===== config.mk =====
export PLATFORM = sky130hd
export DESIGN_NAME = truth_table_sweeper_flat
export DESIGN_NICKNAME = d
export VERILOG_FILES = /design/src/rtl/truth_table_sweeper_pkg.sv /design/src/rtl/truth_table_sweeper_if.sv /design/src/rtl/truth_table_sweeper.sv /design/src/flat_wrapper.sv
export SDC_FILE = /design/constraint.sdc
export NUM_CORES = 1
export LEC_CHECK = 0
export BUFFER_PORTS_ARGS = -buffer_cell sky130_fd_sc_hd__buf_2
export CAP_MARGIN = 10
export CORE_MARGIN = 2
export CORE_UTILIZATION = 30
export DETAILED_ROUTE_END_ITERATION = 12
export PLACE_DENSITY_LB_ADDON = 0.3
export REMOVE_ABC_BUFFERS = 1
export SLEW_MARGIN = 0
export SYNTH_ARGS = -nofsm -noshare
export SYNTH_HDL_FRONTEND = slang
export SYNTH_SLANG_ARGS = --single-unit

===== constraint.sdc =====
create_clock -name clk -period 1.85 [get_ports clk]
set_input_delay 0.37 -clock clk [delete_from_list [all_inputs] [get_ports clk]]
set_output_delay 0.37 -clock clk [all_outputs]
set_load 0.05 [all_outputs]

===== src/rtl/truth_table_sweeper_pkg.sv =====
// Shared definitions for truth-table sweeper engines and their benches.
package truth_table_sweeper_pkg;

    // Sweep FSM encoding
    typedef enum logic [1:0] {
        ST_IDLE   = 2'd0,
        ST_DRIVE  = 2'd1,
        ST_SAMPLE = 2'd2,
        ST_DONE   = 2'd3
    } state_t;

    // Default expected table: implication r = x | ~y with vector = {x,y}
    localparam logic [3:0] TT_IMPLICATION = 4'b1101;

    localparam int unsigned DEF_N_IN   = 2;
    localparam int unsigned DEF_SETTLE = 1;

endpackage


===== src/rtl/truth_table_sweeper_if.sv =====
// Stimulus/response and result bus between a sweeper and its user/function under test.
interface truth_table_sweeper_if #(
    parameter int unsigned N_IN = 2
);
    logic                     start;
    logic                     dut_r;
    logic [N_IN-1:0]          vec_out;
    logic                     busy;
    logic                     done;
    logic                     pass;
    logic [(1<<N_IN)-1:0]     captured;
    logic [N_IN:0]            err_cnt;
    logic [N_IN-1:0]          first_fail_idx;
    logic                     first_fail_valid;

    // Sweeper side
    modport master (
        input  start, dut_r,
        output vec_out, busy, done, pass, captured, err_cnt,
               first_fail_idx, first_fail_valid
    );

    // Requester / function-under-test side
    modport slave (
        output start, dut_r,
        input  vec_out, busy, done, pass, captured, err_cnt,
               first_fail_idx, first_fail_valid
    );
endinterface


===== src/rtl/truth_table_sweeper.sv =====
// Drives every input vector onto a function under test, samples its response
// after SETTLE cycles, and compares the captured table against EXPECT.
module truth_table_sweeper
    import truth_table_sweeper_pkg::*;
#(
    parameter int unsigned          N_IN   = DEF_N_IN,
    parameter int unsigned          SETTLE = DEF_SETTLE,
    parameter logic [(1<<N_IN)-1:0] EXPECT = TT_IMPLICATION
) (
    input  logic                  clk,
    input  logic                  rst_n,
    truth_table_sweeper_if.master bus
);

    localparam int unsigned N_VEC = 1 << N_IN;
    localparam int unsigned ERR_W = N_IN + 1;
    localparam int unsigned SC_W  = (SETTLE > 1) ? $clog2(SETTLE) : 1;
    localparam logic [N_IN-1:0] LAST_IDX = N_IN'(N_VEC - 1);
    localparam logic [SC_W-1:0] SC_LAST  = SC_W'(SETTLE - 1);

    state_t             r_state;
    state_t             w_state_next;

    logic [N_IN-1:0]    r_idx;
    logic [SC_W-1:0]    r_sc;
    logic [N_IN-1:0]    r_vec_out;
    logic               r_busy;
    logic               r_done;
    logic               r_pass;
    logic [N_VEC-1:0]   r_captured;
    logic [ERR_W-1:0]   r_err_cnt;
    logic [N_IN-1:0]    r_ffi;
    logic               r_ffv;

    logic [N_IN-1:0]    w_idx_next;
    logic [SC_W-1:0]    w_sc_next;
    logic [N_IN-1:0]    w_vec_out_next;
    logic               w_busy_next;
    logic               w_done_next;
    logic               w_pass_next;
    logic [N_VEC-1:0]   w_captured_next;
    logic [ERR_W-1:0]   w_err_next;
    logic [N_IN-1:0]    w_ffi_next;
    logic               w_ffv_next;
    logic               w_mismatch;

    assign w_mismatch = (bus.dut_r != EXPECT[r_idx]);

    // State register
    always_ff @(posedge clk or negedge rst_n) begin
        if (!rst_n) begin
            r_state <= ST_IDLE;
        end else begin
            r_state <= w_state_next;
        end
    end

    // Next-state: start accepted only when not sweeping; last vector ends the sweep
    always_comb begin
        w_state_next = r_state;
        case (r_state)
            ST_IDLE, ST_DONE: begin
                if (bus.start) w_state_next = ST_DRIVE;
            end
            ST_DRIVE: begin
                if (r_sc == SC_LAST) w_state_next = ST_SAMPLE;
            end
            ST_SAMPLE: begin
                if (r_idx == LAST_IDX) w_state_next = ST_DONE;
                else                   w_state_next = ST_DRIVE;
            end
            default: w_state_next = ST_IDLE;
        endcase
    end

    // Output/datapath next values: counters, capture, compare and status flags
    always_comb begin
        w_idx_next      = r_idx;
        w_sc_next       = r_sc;
        w_captured_next = r_captured;
        w_err_next      = r_err_cnt;
        w_ffi_next      = r_ffi;
        w_ffv_next      = r_ffv;
        w_pass_next     = r_pass;

        case (r_state)
            ST_IDLE, ST_DONE: begin
                if (bus.start) begin
                    w_idx_next      = '0;
                    w_sc_next       = '0;
                    w_captured_next = '0;
                    w_err_next      = '0;
                    w_ffi_next      = '0;
                    w_ffv_next      = 1'b0;
                    w_pass_next     = 1'b0;
                end
            end
            ST_DRIVE: begin
                w_sc_next = r_sc + SC_W'(1);
            end
            ST_SAMPLE: begin
                w_captured_next[r_idx] = bus.dut_r;
                if (w_mismatch) begin
                    w_err_next = r_err_cnt + ERR_W'(1);
                    if (!r_ffv) begin
                        w_ffi_next = r_idx;
                        w_ffv_next = 1'b1;
                    end
                end
                if (r_idx == LAST_IDX) begin
                    w_pass_next = (w_err_next == ERR_W'(0));
                end else begin
                    w_idx_next = r_idx + N_IN'(1);
                    w_sc_next  = '0;
                end
            end
            default: ;
        endcase

        w_busy_next    = (w_state_next == ST_DRIVE) || (w_state_next == ST_SAMPLE);
        w_done_next    = (w_state_next == ST_DONE);
        w_vec_out_next = w_busy_next ? w_idx_next : '0;
    end

    // Datapath and registered outputs
    always_ff @(posedge clk or negedge rst_n) begin
        if (!rst_n) begin
            r_idx      <= '0;
            r_sc       <= '0;
            r_vec_out  <= '0;
            r_busy     <= 1'b0;
            r_done     <= 1'b0;
            r_pass     <= 1'b0;
            r_captured <= '0;
            r_err_cnt  <= '0;
            r_ffi      <= '0;
            r_ffv      <= 1'b0;
        end else begin
            r_idx      <= w_idx_next;
            r_sc       <= w_sc_next;
            r_vec_out  <= w_vec_out_next;
            r_busy     <= w_busy_next;
            r_done     <= w_done_next;
            r_pass     <= w_pass_next;
            r_captured <= w_captured_next;
            r_err_cnt  <= w_err_next;
            r_ffi      <= w_ffi_next;
            r_ffv      <= w_ffv_next;
        end
    end

    assign bus.vec_out          = r_vec_out;
    assign bus.busy             = r_busy;
    assign bus.done             = r_done;
    assign bus.pass             = r_pass;
    assign bus.captured         = r_captured;
    assign bus.err_cnt          = r_err_cnt;
    assign bus.first_fail_idx   = r_ffi;
    assign bus.first_fail_valid = r_ffv;

endmodule


===== src/flat_wrapper.sv =====
// flat-port wrapper written by rule: the top's interface ports become plain ports
module truth_table_sweeper_flat import truth_table_sweeper_pkg::*;
#(
    parameter int unsigned          N_IN   = DEF_N_IN,
    parameter int unsigned          SETTLE = DEF_SETTLE,
    parameter logic [(1<<N_IN)-1:0] EXPECT = TT_IMPLICATION
)
  (clk, rst_n, bus_start, bus_dut_r, bus_vec_out, bus_busy, bus_done, bus_pass, bus_captured, bus_err_cnt, bus_first_fail_idx, bus_first_fail_valid);
  truth_table_sweeper_if #(.N_IN(N_IN)) bus_i ();
  input  logic clk;
  input  logic rst_n;
  input wire logic [$bits(bus_i.start)-1:0] bus_start;
  input wire logic [$bits(bus_i.dut_r)-1:0] bus_dut_r;
  output wire logic [$bits(bus_i.vec_out)-1:0] bus_vec_out;
  output wire logic [$bits(bus_i.busy)-1:0] bus_busy;
  output wire logic [$bits(bus_i.done)-1:0] bus_done;
  output wire logic [$bits(bus_i.pass)-1:0] bus_pass;
  output wire logic [$bits(bus_i.captured)-1:0] bus_captured;
  output wire logic [$bits(bus_i.err_cnt)-1:0] bus_err_cnt;
  output wire logic [$bits(bus_i.first_fail_idx)-1:0] bus_first_fail_idx;
  output wire logic [$bits(bus_i.first_fail_valid)-1:0] bus_first_fail_valid;
  assign bus_i.start = bus_start;
  assign bus_i.dut_r = bus_dut_r;
  assign bus_vec_out = bus_i.vec_out;
  assign bus_busy = bus_i.busy;
  assign bus_done = bus_i.done;
  assign bus_pass = bus_i.pass;
  assign bus_captured = bus_i.captured;
  assign bus_err_cnt = bus_i.err_cnt;
  assign bus_first_fail_idx = bus_i.first_fail_idx;
  assign bus_first_fail_valid = bus_i.first_fail_valid;
  truth_table_sweeper #(.N_IN(N_IN), .SETTLE(SETTLE), .EXPECT(EXPECT)) u_core (.clk(clk), .rst_n(rst_n), .bus(bus_i));
endmodule

# Word-level counts from Yosys, hierarchy flattened
# Index checks and enable logic that the tools add are counted.
# Widths: inputs -> output; s select.
[op_classes]
n_bitwise = 0
div_mod_pow = 0
order_cmp = 2
mul = 0
n_mux = 30
n_addsub = 3
n_reduce_logical = 11
n_eq_ne = 13
shift = 0
[op_table]
columns = ["operator", "n"]
rows = [
  ["$mux 2", 9],
  ["$eq 2x2->1 const B", 5],
  ["$mux 3", 3],
  ["$pmux 2 s2", 2],
  ["$pmux 4 s2", 1],
  ["$mux 1", 6],
  ["$ne 2x2->1 const B", 3],
  ["$pmux 2 s3", 1],
  ["$pmux 3 s2", 1],
  ["$reduce_and 3->1", 2],
  ["$bwmux 4", 1],
  ["$eq 2x1->1 const B", 2],
  ["$mux 4", 1],
  ["$ne 2x1->1 const B", 2],
  ["$pmux 1 s2", 2],
  ["$reduce_and 2->1", 2],
  ["$reduce_and 4->1", 1],
  ["$add 3x1->3 const B", 1],
  ["$logic_not 3->1", 1],
  ["$lt 2x3->1 const B", 1],
  ["$pmux 1 s3", 1],
  ["$add 2x1->2 const B", 1],
  ["$bmux 1 s2", 1],
  ["$demux 1 s2", 1],
  ["8 further kinds", 8],
]
[word_totals]
wordCells = 70
regBits = 20
mem_bits_ro = 0
ram_bits = 0
mem_count = 0
output_inout_bits = 15
inputBits = 4
latch_bits = 0

# Logic depth before layout (Yosys ltp)
# Gate-level depths: netlist of the first run.
[depth]
word_depth = 8
ltp_mapped = 7
depth_no_buf = 7

# Worst setup path before layout of the first run
# No wires, ideal clock.
[synth_timing]
path_kind = "register -> register"
startpoint = "reg u_core.r_idx[0]"
endpoint = "reg u_core.r_err_cnt[2] (netlist: u_core.bus.err_cnt[2])"
path_buffers = 2
period_less_slack_ns = 1.836
slack_ns = 0.014
stages_incl_launch_ff = 8
arrival_ns = 1.715
setup_time_ns = 0.121
t_required_ns = 1.729
cell_sequence = "dfrtp_1 buf_2 nor2b_1 ha_1 buf_2 nor2b_1 mux2_2 a22o_2"
[synth_via]
elab_chain_cells = 6
[synth_rtl]
columns = ["item", "line", "text"]
rows = [
  ["start, declared", "truth_table_sweeper.sv:24", "logic [N_IN-1:0] r_idx;"],
  ["start signal, assigned", "truth_table_sweeper.sv:139", "r_idx <= w_idx_next;"],
  ["$bmux 1 s2", "truth_table_sweeper.sv:47", "assign w_mismatch = (bus.dut_r != EXPECT[r_idx]);"],
  ["$mux 1 (not written as such)", "truth_table_sweeper.sv:47", ""],
  ["$ne 1x1->1", "truth_table_sweeper.sv:47", ""],
  ["$mux 3", "truth_table_sweeper.sv:103", "if (w_mismatch) begin"],
  ["$mux 3", "truth_table_sweeper.sv:86", "case (r_state)"],
  ["$pmux 3 s2", "truth_table_sweeper.sv:86", ""],
  ["end signal, assigned", "truth_table_sweeper.sv:146", "r_err_cnt <= w_err_next;"],
  ["end, declared", "truth_table_sweeper.sv:31", "logic [ERR_W-1:0] r_err_cnt;"],
]
# Every way passes these cells. The select of a mux whose other input is x is not followed.
# A chain may end at the register's enable or synchronous reset.

# Final worst setup path of the first run
[layout_timing]
startpoint = "reg u_core.r_state[1]"
endpoint = "reg u_core.r_vec_out[1] (netlist: u_core.bus.vec_out[1])"
[layout_via]
elab_chain_cells = 6
word_cells_on_any_way = 13
cone_classes = "eq/ne: 5; mux: 5; reduce/logical: 3"
[layout_rtl]
columns = ["item", "line", "text"]
rows = [
  ["start, declared", "truth_table_sweeper.sv:21", "state_t r_state;"],
  ["start signal, assigned", "truth_table_sweeper.sv:54", "r_state <= w_state_next;"],
  ["$eq 2x2->1 or $logic_not 2->1 (tied branches)", "truth_table_sweeper.sv:61", "case (r_state)"],
  ["$reduce_or 2->1", "truth_table_sweeper.sv:61", ""],
  ["$pmux 2 s3 (*)", "truth_table_sweeper.sv:61", ""],
  ["named net u_core.w_state_next[0]", "truth_table_sweeper.sv:22", "state_t w_state_next;"],
  ["$eq 2x1->1 or $eq 2x2->1 (tied branches)", "truth_table_sweeper.sv:120", "w_busy_next = (w_state_next == ST_DRIVE) || (w_state_next == ST_SAMPLE);"],
  ["$logic_or 1x1->1 (*)", "truth_table_sweeper.sv:120", ""],
  ["named net u_core.w_busy_next", "truth_table_sweeper.sv:38", "logic w_busy_next;"],
  ["$mux 2 (*)", "truth_table_sweeper.sv:122", "w_vec_out_next = w_busy_next ? w_idx_next : '0;"],
  ["named net u_core.w_vec_out_next[1]", "truth_table_sweeper.sv:37", "logic [N_IN-1:0] w_vec_out_next;"],
  ["end signal, assigned", "truth_table_sweeper.sv:141", "r_vec_out <= w_vec_out_next;"],
  ["end, declared", "truth_table_sweeper.sv:26", "logic [N_IN-1:0] r_vec_out;"],
]
# The timed path passes the listed nets; every way through them passes the cells marked *.

==> flow_summary.ini, run 1 <==
[place]
numPortBuffers = 18
routabilityCongestion = 0.819
post-place-ws_ns = 0.0577
hpwl_um = 1560

[worst_hold_path]
min_path_type = in2async

[clocking]
cts_tree = done
htree_levels = 1
cts_buffer_depth = 2
insertion_delay_ns = 0.30
cts_root_buf = clkbuf_4
clk_pin_slew_worst_paths_ns = 0.11
cts_buffers = 3
cts.sinks = 20

[sta]
clock.fmax_ghz = 0.581
rsz0062_at_grt = false
min_period_ns = 1.72
drv_slew = 0
setup_ws_ns = 0.129
finalHoldViolCount = 9
setup-tns-final_ns = 0
hold_ws_ns = -0.00299
finalClockSkew_ns = 0.00222
post-route-period-util_pct = 93.0
slew_headroom_pct = 70.2
tightest_slew_ns = 0.447
finalSetupViolations = 0

[floorplan]
ios = 19
dieArea_um2 = 3930
dieWidth_um = 62.7
coreArea_um2 = 3310
num_rows = 21
die_h_um = 62.7
start_util_pct = 31.2

[layout]
fin_nets = 138
fin_util_pct = 38.5
multi_input_area_um2 = 489
seq_area_um2 = 500
fillers = 357
n_antenna_cell = 0
layout-drive-gt1-share_pct = 33.1
syn2layout_area_growth_pct = 23.5

[worst_setup_path]
crit_arrival_ns = 1.92
worst_setup_path_start_kind = register
cpMostUsedCell = nor2_1
path_cells = ha_4 > or2b_1 > nor2_1 > nor2_1 > ha_1 > and2_1
end_kind = register
rr_startpoint = u_core.r_state[1]
critical_path_class = reg2reg
cpPeakStageDelay_ns = 0.45
regToRegSetupSlack_ns = 0.13
cp_max_fo = 6
r2r_end = u_core.bus.vec_out[1]
rr_worst_depth = 6
cp_slowest_cell = dfrtp_1
required_ns = 2.05

[synthesis]
async_flop_share_pct = 100
synth_top_area_share_pct = 48.5
postSynthCellCount = 101
synth.cell_area_um2 = 1030
synth_largest_area_cell = dfrtp_1
postSynthRegisterBits = 20
synth_enable_flop_cells = 0
synth-warning-count = 0
synth_area_leaders = dfrtp_1 (48%), ha_1 (7.3%), nand2_1 (4.4%)
synthTopCellsByCount = dfrtp_1 (20), nand2_1 (12), inv_1 (7)
yosysMostFrequentCell = dfrtp_1
synth.avg_cell_area_um2 = 10.2
ys_seq_area_share_pct = 48.5
ys_types = 32
ys.flop_type = dfrtp_1

[global_routing]
antenna_found_initial = 0
grt_pass1_vias = 793
grt_max_degree = 21
grt_use_total_pct = 11.6
grt_pass1_wl_um = 3660
overflow = 0

[routing]
wl_um = 2060
first_iter_violations = 30
final_antenna_net_count = 0
routedWlPerCell_um = 11.9
vias = 814
vias_per_cell = 4.71
drc_errors = 0
drt_pre_antenna_iters = 4

[power]
power_density_nw_per_um2 = 1700
ir_drop_mv = 0.980
p_leak_nw = 0.655

[run_status]
violations = negative hold slack
status = complete, but fails checks

[flow_run]
max_cap_violations = 0
-- report_power, final --
part	internal, mW	total, mW	leakage, nW	switching [mW]
sequential	0.555	0.623	0.268	0.0675
combinational	0.536	1.30	0.366	0.760
clock	0.120	0.252	0.0210	0.132
total	1.21	2.17	0.655	0.959
-- worst max-delay path by stage --
stage | from | endpoint | depth (start not counted)
floorplan | u_core.r_state[0] | u_core.bus.err_cnt[2] | 6
global placement | u_core.r_state[1] | u_core.bus.err_cnt[2] | 6
detailed placement | u_core.r_state[1] | u_core.bus.err_cnt[2] | 6
CTS | u_core.r_state[1] | u_core.bus.err_cnt[2] | 6
global route | u_core.r_state[1] | u_core.bus.vec_out[1] | 6
finish | u_core.r_state[1] | u_core.bus.vec_out[1] | 6
-- layout make-up --
cell class / instances / share of cell area [%]
Clock buffer: 4 / 2.85
Inverter: 7 / 2.06
Tap cell: 46 / 4.51
Timing Repair Buffer: 28 / 13.0
Multi-Input combinational cell: 68 / 38.4
Sequential cell: 20 / 39.3
-- through the flow --
stage                     cell area, µm²  instances  power (mW)
final                               1270        173        2.17
after detailed placement            1200        166        1.83
after global placement              1200        166        1.79
after CTS                           1230        170        2.08
after global routing                1270        173        2.36
after floorplan                      998         95        1.48
-- critical path, delay by kind of cell, from the launching register on --
kind,cells,cell delay [ns]
fa+ha+maj,2,0.64
flops,1,0.45
simple gates,4,0.54
-- placed cells by master, fill, tap and decap left out, types with 4 or more instances in the layout --
cell / n
dfrtp_1: 20
buf_2: 18
nand2_1: 12
buf_4: 10
inv_1: 7
o21ai_0: 6
nor2_1: 4
a22o_2: 4
ha_1: 4
-- kinds of logic (layout without fill, tap and decap cells) --
kind of cell	count (synthesis)	count (layout)	share of synthesized area, %
flops	20	20	48.5
xor+xnor	1	1	0.849
mux	4	4	4.12
buf+inv	13	39	5.82
fa+ha+maj	6	6	7.27
simple gates	28	28	13.3
compound gates	29	29	20.1
-- per-layer routing --
metal	wire length (µm)	track usage (%)	share of wire [%]	up-vias
met4	0	1.67	0	0
met5	0	0	0	-
met3	94	3.42	4.6	0
li1	-	-	-	404
met2	976	18.5	47	18
met1	994	15.9	48	392
-- flip-flops by register name (all words and copies together), names as in the netlist --
register / flops
u_core.bus.busy: 1
u_core.bus.captured: 4
u_core.bus.done: 1
u_core.bus.err_cnt: 3
u_core.bus.first_fail_idx: 2
u_core.bus.first_fail_valid: 1
u_core.bus.pass: 1
u_core.bus.vec_out: 2
u_core.r_idx: 2
u_core.r_sc: 1
u_core.r_state: 2
-- what timing repair did --
| action | 4_1_cts | 5_1_grt |
|---|---|---|
| setup endpoints to repair | 0 | 5 |
| setup buffers | 0 | 3 |
| endpoints found under the hold margin | 0 | 0 |
| resized for setup | 0 | 4 |
| hold buffers | 0 | 0 |
No activity file was read; power rests on OpenSTA's default activity.
==> run 2: changes to the inputs <==
==> constraint.sdc (replaced) <==
create_clock -name clk -period 2.1 [get_ports clk]
set_input_delay 0.42 -clock clk [delete_from_list [all_inputs] [get_ports clk]]
set_output_delay 0.42 -clock clk [all_outputs]
set_load 0.05 [all_outputs]
==> run 2 against run 1 <==
- the flow now finishes without violations
- first-iteration DRC count rose by 77%
- combinational power fell by 21%
- register-to-register slack barely moved
- clock skew fell by 0.0010 ns
- setup slack barely moved
- fmax fell by 13%
- critical path depth rose by 1
- die area did not move
- flip-flop and latch count did not move
- clock-buffer cell count fell by 1
- worst hold slack improved by 0.061 ns
- sequential power fell by 12%
- largest cell class unchanged
==> flow_summary.ini, run 2 (synthesis results as in run 1) <==
[sta]
clock.fmax_ghz = 0.507
slew_headroom_pct = 69.8
finalHoldViolCount = 0
finalClockSkew_ns = 0.00120
hold_ws_ns = 0.0579
setup_ws_ns = 0.129
drv_slew = 0
tightest_slew_ns = 0.453
finalSetupViolations = 0
rsz0062_at_grt = false
setup-tns-final_ns = 0
min_period_ns = 1.97
post-route-period-util_pct = 93.9

[floorplan]
die_h_um = 62.7
coreArea_um2 = 3310
num_rows = 21
ios = 19
dieWidth_um = 62.7
start_util_pct = 31.2
dieArea_um2 = 3930

[place]
routabilityCongestion = 0.763
post-place-ws_ns = 0.175
place_inst = 164
numPortBuffers = 18
hpwl_um = 1510

[global_routing]
grt_use_total_pct = 11.9
top_usage_layer = met2
overflow = 0
grt_max_degree = 21
grtUsageMet1_pct = 16.2
grt_pass1_vias = 797
antenna_found_initial = 0
grt_util_met2_pct = 18.5
grt_pass1_wl_um = 3690
gr-usage-met3_pct = 3.24

[power]
p_comb_share_pct = 58.6
ir_drop_mv = 0.681
p_int_mw = 0.933
p_sw_mw = 0.827
power_density_nw_per_um2 = 1460
pwr-share-clk_pct = 10.1
p_leak_nw = 0.626
switching_share_pct = 47.0
fin_total_pwr_mw = 1.76
power_frac_seq_pct = 31.3

[layout]
largest_reg_flops = 4
finalNonFillerCells = 167
final_cell_mix = dfrtp_1 (20), buf_2 (18), nand2_1 (12), inv_1 (7)
fin_nets = 133
syn2layout_area_growth_pct = 16.8
n_antenna_cell = 0
layout-drive-gt1-share_pct = 27.3
final_common_cell = dfrtp_1

[routing]
drc_errors = 0
routedWlPerCell_um = 12.4
vias = 786
vias_per_cell = 4.71
drt_pre_antenna_iters = 3
first_iter_violations = 53
wl_um = 2080
final_antenna_net_count = 0

[clocking]
clk_pin_slew_worst_paths_ns = 0.11
cts_resized = 0
insertion_delay_ns = 0.29
cts_tree = done
cts_buffers = 3
cts_root_buf = clkbuf_4
cts_setup_buffers = 0
htree_levels = 1
cts_buffer_depth = 2
cts.sinks = 20
cts_hold_buf = 0

[worst_hold_path]
min_path_type = in2async

[worst_setup_path]
cp_max_fo = 6
cp_slowest_cell = dfrtp_1
critical_path_class = reg2reg
path_cells = inv_1 > ha_1 > or2b_1 > nor2_1 > nor2_1 > ha_1 > and2_1
cpPeakStageDelay_ns = 0.42
worst_setup_path_start_kind = register
required_ns = 2.29
crit_arrival_ns = 2.16
regToRegSetupSlack_ns = 0.13
end_kind = register

[flow_run]
max_cap_violations = 0

[run_status]
status = completed
[run 2: cell type report]
type | instances | area (µm²)
flip-flops and latches | 20 | 500
inverters | 7 | 26.3
repair buffers | 23 | 128
multi-input cells | 68 | 472
fillers | 353 | 2100
clock buffers | 3 | 22.5
well taps | 46 | 57.6
[run 2: final timing paths]
kind,start,endpoint,cells after the start
min reg2reg,u_core.bus.first_fail_idx[1],u_core.bus.first_fail_idx[1],2
min,rst_n,u_core.bus.first_fail_idx[0],1
max,u_core.r_state[0],u_core.bus.vec_out[1],7
max reg2reg,u_core.r_state[0],u_core.bus.vec_out[1],7
min in group clk,bus_start,u_core.r_state[1],3
max in group asynchronous,rst_n,u_core.bus.captured[2],1
[run 2: worst max-delay path: cells and delay by family (launching register included)]
| kind | cells | cell delay [ns] |
|---|---|---|
| buffers and inverters | 1 | 0.09 |
| AND/OR/NAND/NOR | 4 | 0.66 |
| adder cells (fa/ha/maj) | 2 | 0.71 |
| flip-flops | 1 | 0.42 |
[run 2: power by group through the flow]
stage	logic (mW)	registers, mW	clock network, mW
finish	1.03	0.550	0.178
floorplan	0.535	0.764	0
global route	1.13	0.563	0.214
global placement	1.01	0.553	0
CTS	1.04	0.552	0.189
detailed placement	1.03	0.557	0
[run 2: metal layers]
metal,up-vias,wire (µm)
met3,0,94
li1,395,-
met1,377,1080
met5,-,0
met2,14,905
met4,0,0
[run 2: metrics by stage]
step,instance area (µm²),utilization (%)
finish,1210,36.4
global route,1210,36.4
CTS,1210,36.4
detailed placement,1180,35.8
global placement,1180,35.8
floorplan,998,-
==> run 3: changes to the inputs <==
--- a/config.mk
+++ b/config.mk
@@ -5,6 +5,7 @@
 export SDC_FILE = /design/constraint.sdc
 export NUM_CORES = 1
 export LEC_CHECK = 0
+export ABC_AREA = 1
 export BUFFER_PORTS_ARGS = -buffer_cell sky130_fd_sc_hd__buf_2
 export CAP_MARGIN = 10
 export CORE_MARGIN = 2
==> run 3 against run 2 <==
- first-iteration DRC count decreased by 1.9%
- area after synthesis increased by 2.5%
- sequential share of layout area decreased by 1.3 points
- highest routed layer is now met4
==> flow_summary.ini, run 3 <==
[sta]
min_period_ns = 1.87
clock.fmax_ghz = 0.534
finalSetupViolations = 0
setup-tns-final_ns = 0
tightest_slew_ns = 0.453
post-route-period-util_pct = 89.2
drv_slew = 0
rsz0062_at_grt = false
finalHoldViolCount = 0
slew_headroom_pct = 69.8
setup_ws_ns = 0.226
finalClockSkew_ns = 0.00568

[worst_setup_path]
cpPeakStageDelay_ns = 0.41
end_kind = register
cpMostUsedCell = inv_1
path_cells = inv_1 > ha_1 > nand2_4 > o21ai_4 > inv_4 > o21ai_1 > inv_1 > ha_1 > inv_1 > a21oi_1
cp_max_fo = 9
crit_arrival_ns = 2.09
worst_setup_path_start_kind = register
crit_buf_inv = 4
critical_path_class = reg2reg
required_ns = 2.32
cp_top_family = adder cells
cp_slowest_cell = ha_1

[synthesis]
synth_area_leaders = dfrtp_1 (47%), nand2_1 (17%), ha_1 (7.1%)
synth_largest_area_cell = dfrtp_1
synth.cell_area_um2 = 1060
postSynthRegisterBits = 20
synth-warning-count = 0
synthXorXnorAreaFrac_pct = 0
synth_top_area_share_pct = 47.3
synthMuxAreaShare_pct = 0
ys_types = 19
synth_top_family_by_area = simple AND/OR/NAND/NOR gates
ys_seq_area_share_pct = 47.3
synth_enable_flop_cells = 0
ys.flop_type = dfrtp_1
postSynthCellCount = 135
synthTopCellsByCount = nand2_1 (49), dfrtp_1 (20), inv_1 (20)
synthSimpleGateAreaFrac_pct = 27.7
synth_compound_area_share_pct = 8.87
yosysMostFrequentCell = nand2_1
async_flop_share_pct = 100
synth.avg_cell_area_um2 = 7.84
synth_adder_area_share_pct = 7.09

[floorplan]
num_rows = 21
dieArea_um2 = 4020
start_util_pct = 31.5
ios = 19
dieWidth_um = 63.4
coreArea_um2 = 3360
die_h_um = 63.4

[place]
post-place-ws_ns = 0.122
place_inst = 199
numPortBuffers = 18
routabilityCongestion = 0.831
hpwl_um = 1650

[global_routing]
grt_pass1_vias = 932
overflow = 0
grt_use_total_pct = 12.3
grt_max_degree = 21
antenna_found_initial = 0
grt_pass1_wl_um = 4020

[routing]
first_iter_violations = 52
final_antenna_net_count = 0
met1_length_um = 1040
routedWlPerCell_um = 10.6
wl_met2_um = 1020
vias_per_cell = 4.40
vias = 898
drt_pre_antenna_iters = 4
met3_length_um = 79
highest_layer = met4
drc_errors = 0
wl_um = 2150

[layout]
final_cell_mix = nand2_1 (49), inv_1 (20), dfrtp_1 (20), buf_2 (18)
finalNonFillerCells = 204
fillers = 383
final_common_cell = nand2_1
syn2layout_area_growth_pct = 17.7
largest_reg_flops = 4
layout-drive-gt1-share_pct = 19.0
fin_nets = 169
n_antenna_cell = 0

[power]
power_density_nw_per_um2 = 1380
ir_drop_mv = 0.604
p_leak_nw = 0.748

[clocking]
cts_buffer_depth = 2
htree_levels = 1
cts_tree = done
cts.sinks = 20
cts_root_buf = clkbuf_4
clk_pin_slew_worst_paths_ns = 0.11
cts_buffers = 3
insertion_delay_ns = 0.30

[flow_run]
max_cap_violations = 0

[run_status]
status = completed

[worst_hold_path]
min_path_type = in2async
[run 3: cell count changes after synthesis, moves of 4 or more]
cell | previous run | this run
a22o_2 | 4 | 0
inv_1 | 7 | 20
nand2_1 | 12 | 49
nor2_1 | 4 | 9
[run 3: kinds of logic after synthesis]
logic type	Yosys count
DFF	20
and+or+nand+nor	70
adders and majority gates	6
AOI/OAI and AO/OA	16
buffers and inverters	23
[run 3: power by group]
group / leakage, nW / internal [mW] / total (mW) / switching, mW
clock network: 0.0210 / 0.106 / 0.220 / 0.115
logic: 0.456 / 0.275 / 0.954 / 0.679
registers: 0.272 / 0.483 / 0.549 / 0.0665
[run 3: path summary, 6_finish.rpt]
check	endpoint	startpoint	depth (start not counted)	slack, ns
setup / recovery	u_core.bus.vec_out[1]	u_core.r_state[0]	10	0.23
max in group asynchronous	u_core.bus.captured[1]	rst_n	1	1.73
hold reg to reg	u_core.bus.first_fail_idx[0]	u_core.bus.first_fail_idx[0]	2	0.48
min in group clk	u_core.bus.captured[0]	bus_dut_r	3	0.41
setup reg to reg	u_core.bus.vec_out[1]	u_core.r_state[0]	10	0.23
hold / removal	u_core.bus.first_fail_idx[1]	rst_n	1	0.05
[run 3: final cells by class]
class	count	area (µm²)	share of cell area, %
Sequential cell	20	500	40.2
Multi-Input combinational cell	92	462	37.0
Timing Repair Buffer	20	105	8.43
Inverter	22	85.1	6.83
Tap cell	46	57.6	4.62
Clock buffer	4	36.3	2.91
[run 3: stage by stage]
stage	hold WS [ns]	util, %	power [mW]	area (µm²)
2_1_floorplan	0.124	-	1.28	1050
3_3_place_gp	0.389	35.8	1.48	1200
3_5_place_dp	0.403	35.8	1.49	1200
4_1_cts	0.0609	36.8	1.72	1240
5_1_grt	0.0662	37.1	1.89	1250
6_report	0.0512	37.1	1.72	1250
[run 3: worst register-to-register path, stage by stage, from the launching register on]
cell and delay [ns]:
dfrtp_1 0.39, inv_1 0.07, ha_1 0.41, nand2_4 0.13, o21ai_4 0.10, inv_4 0.05
o21ai_1 0.12, inv_1 0.07, ha_1 0.29, inv_1 0.05, a21oi_1 0.13
[run 3: repair_timing]
item / CTS / global route
endpoints found under the setup margin: 0 / 2
buffers inserted: 0 / 1
gates resized for setup: 0 / 0
hold buffers: 0 / 0
[run 3: layer usage]
metal  vias up  track usage, %
met3         2            4.11
met1       419            15.7
met4         0           0.815
met5         -               0
met2        12            21.2
li1        465               -
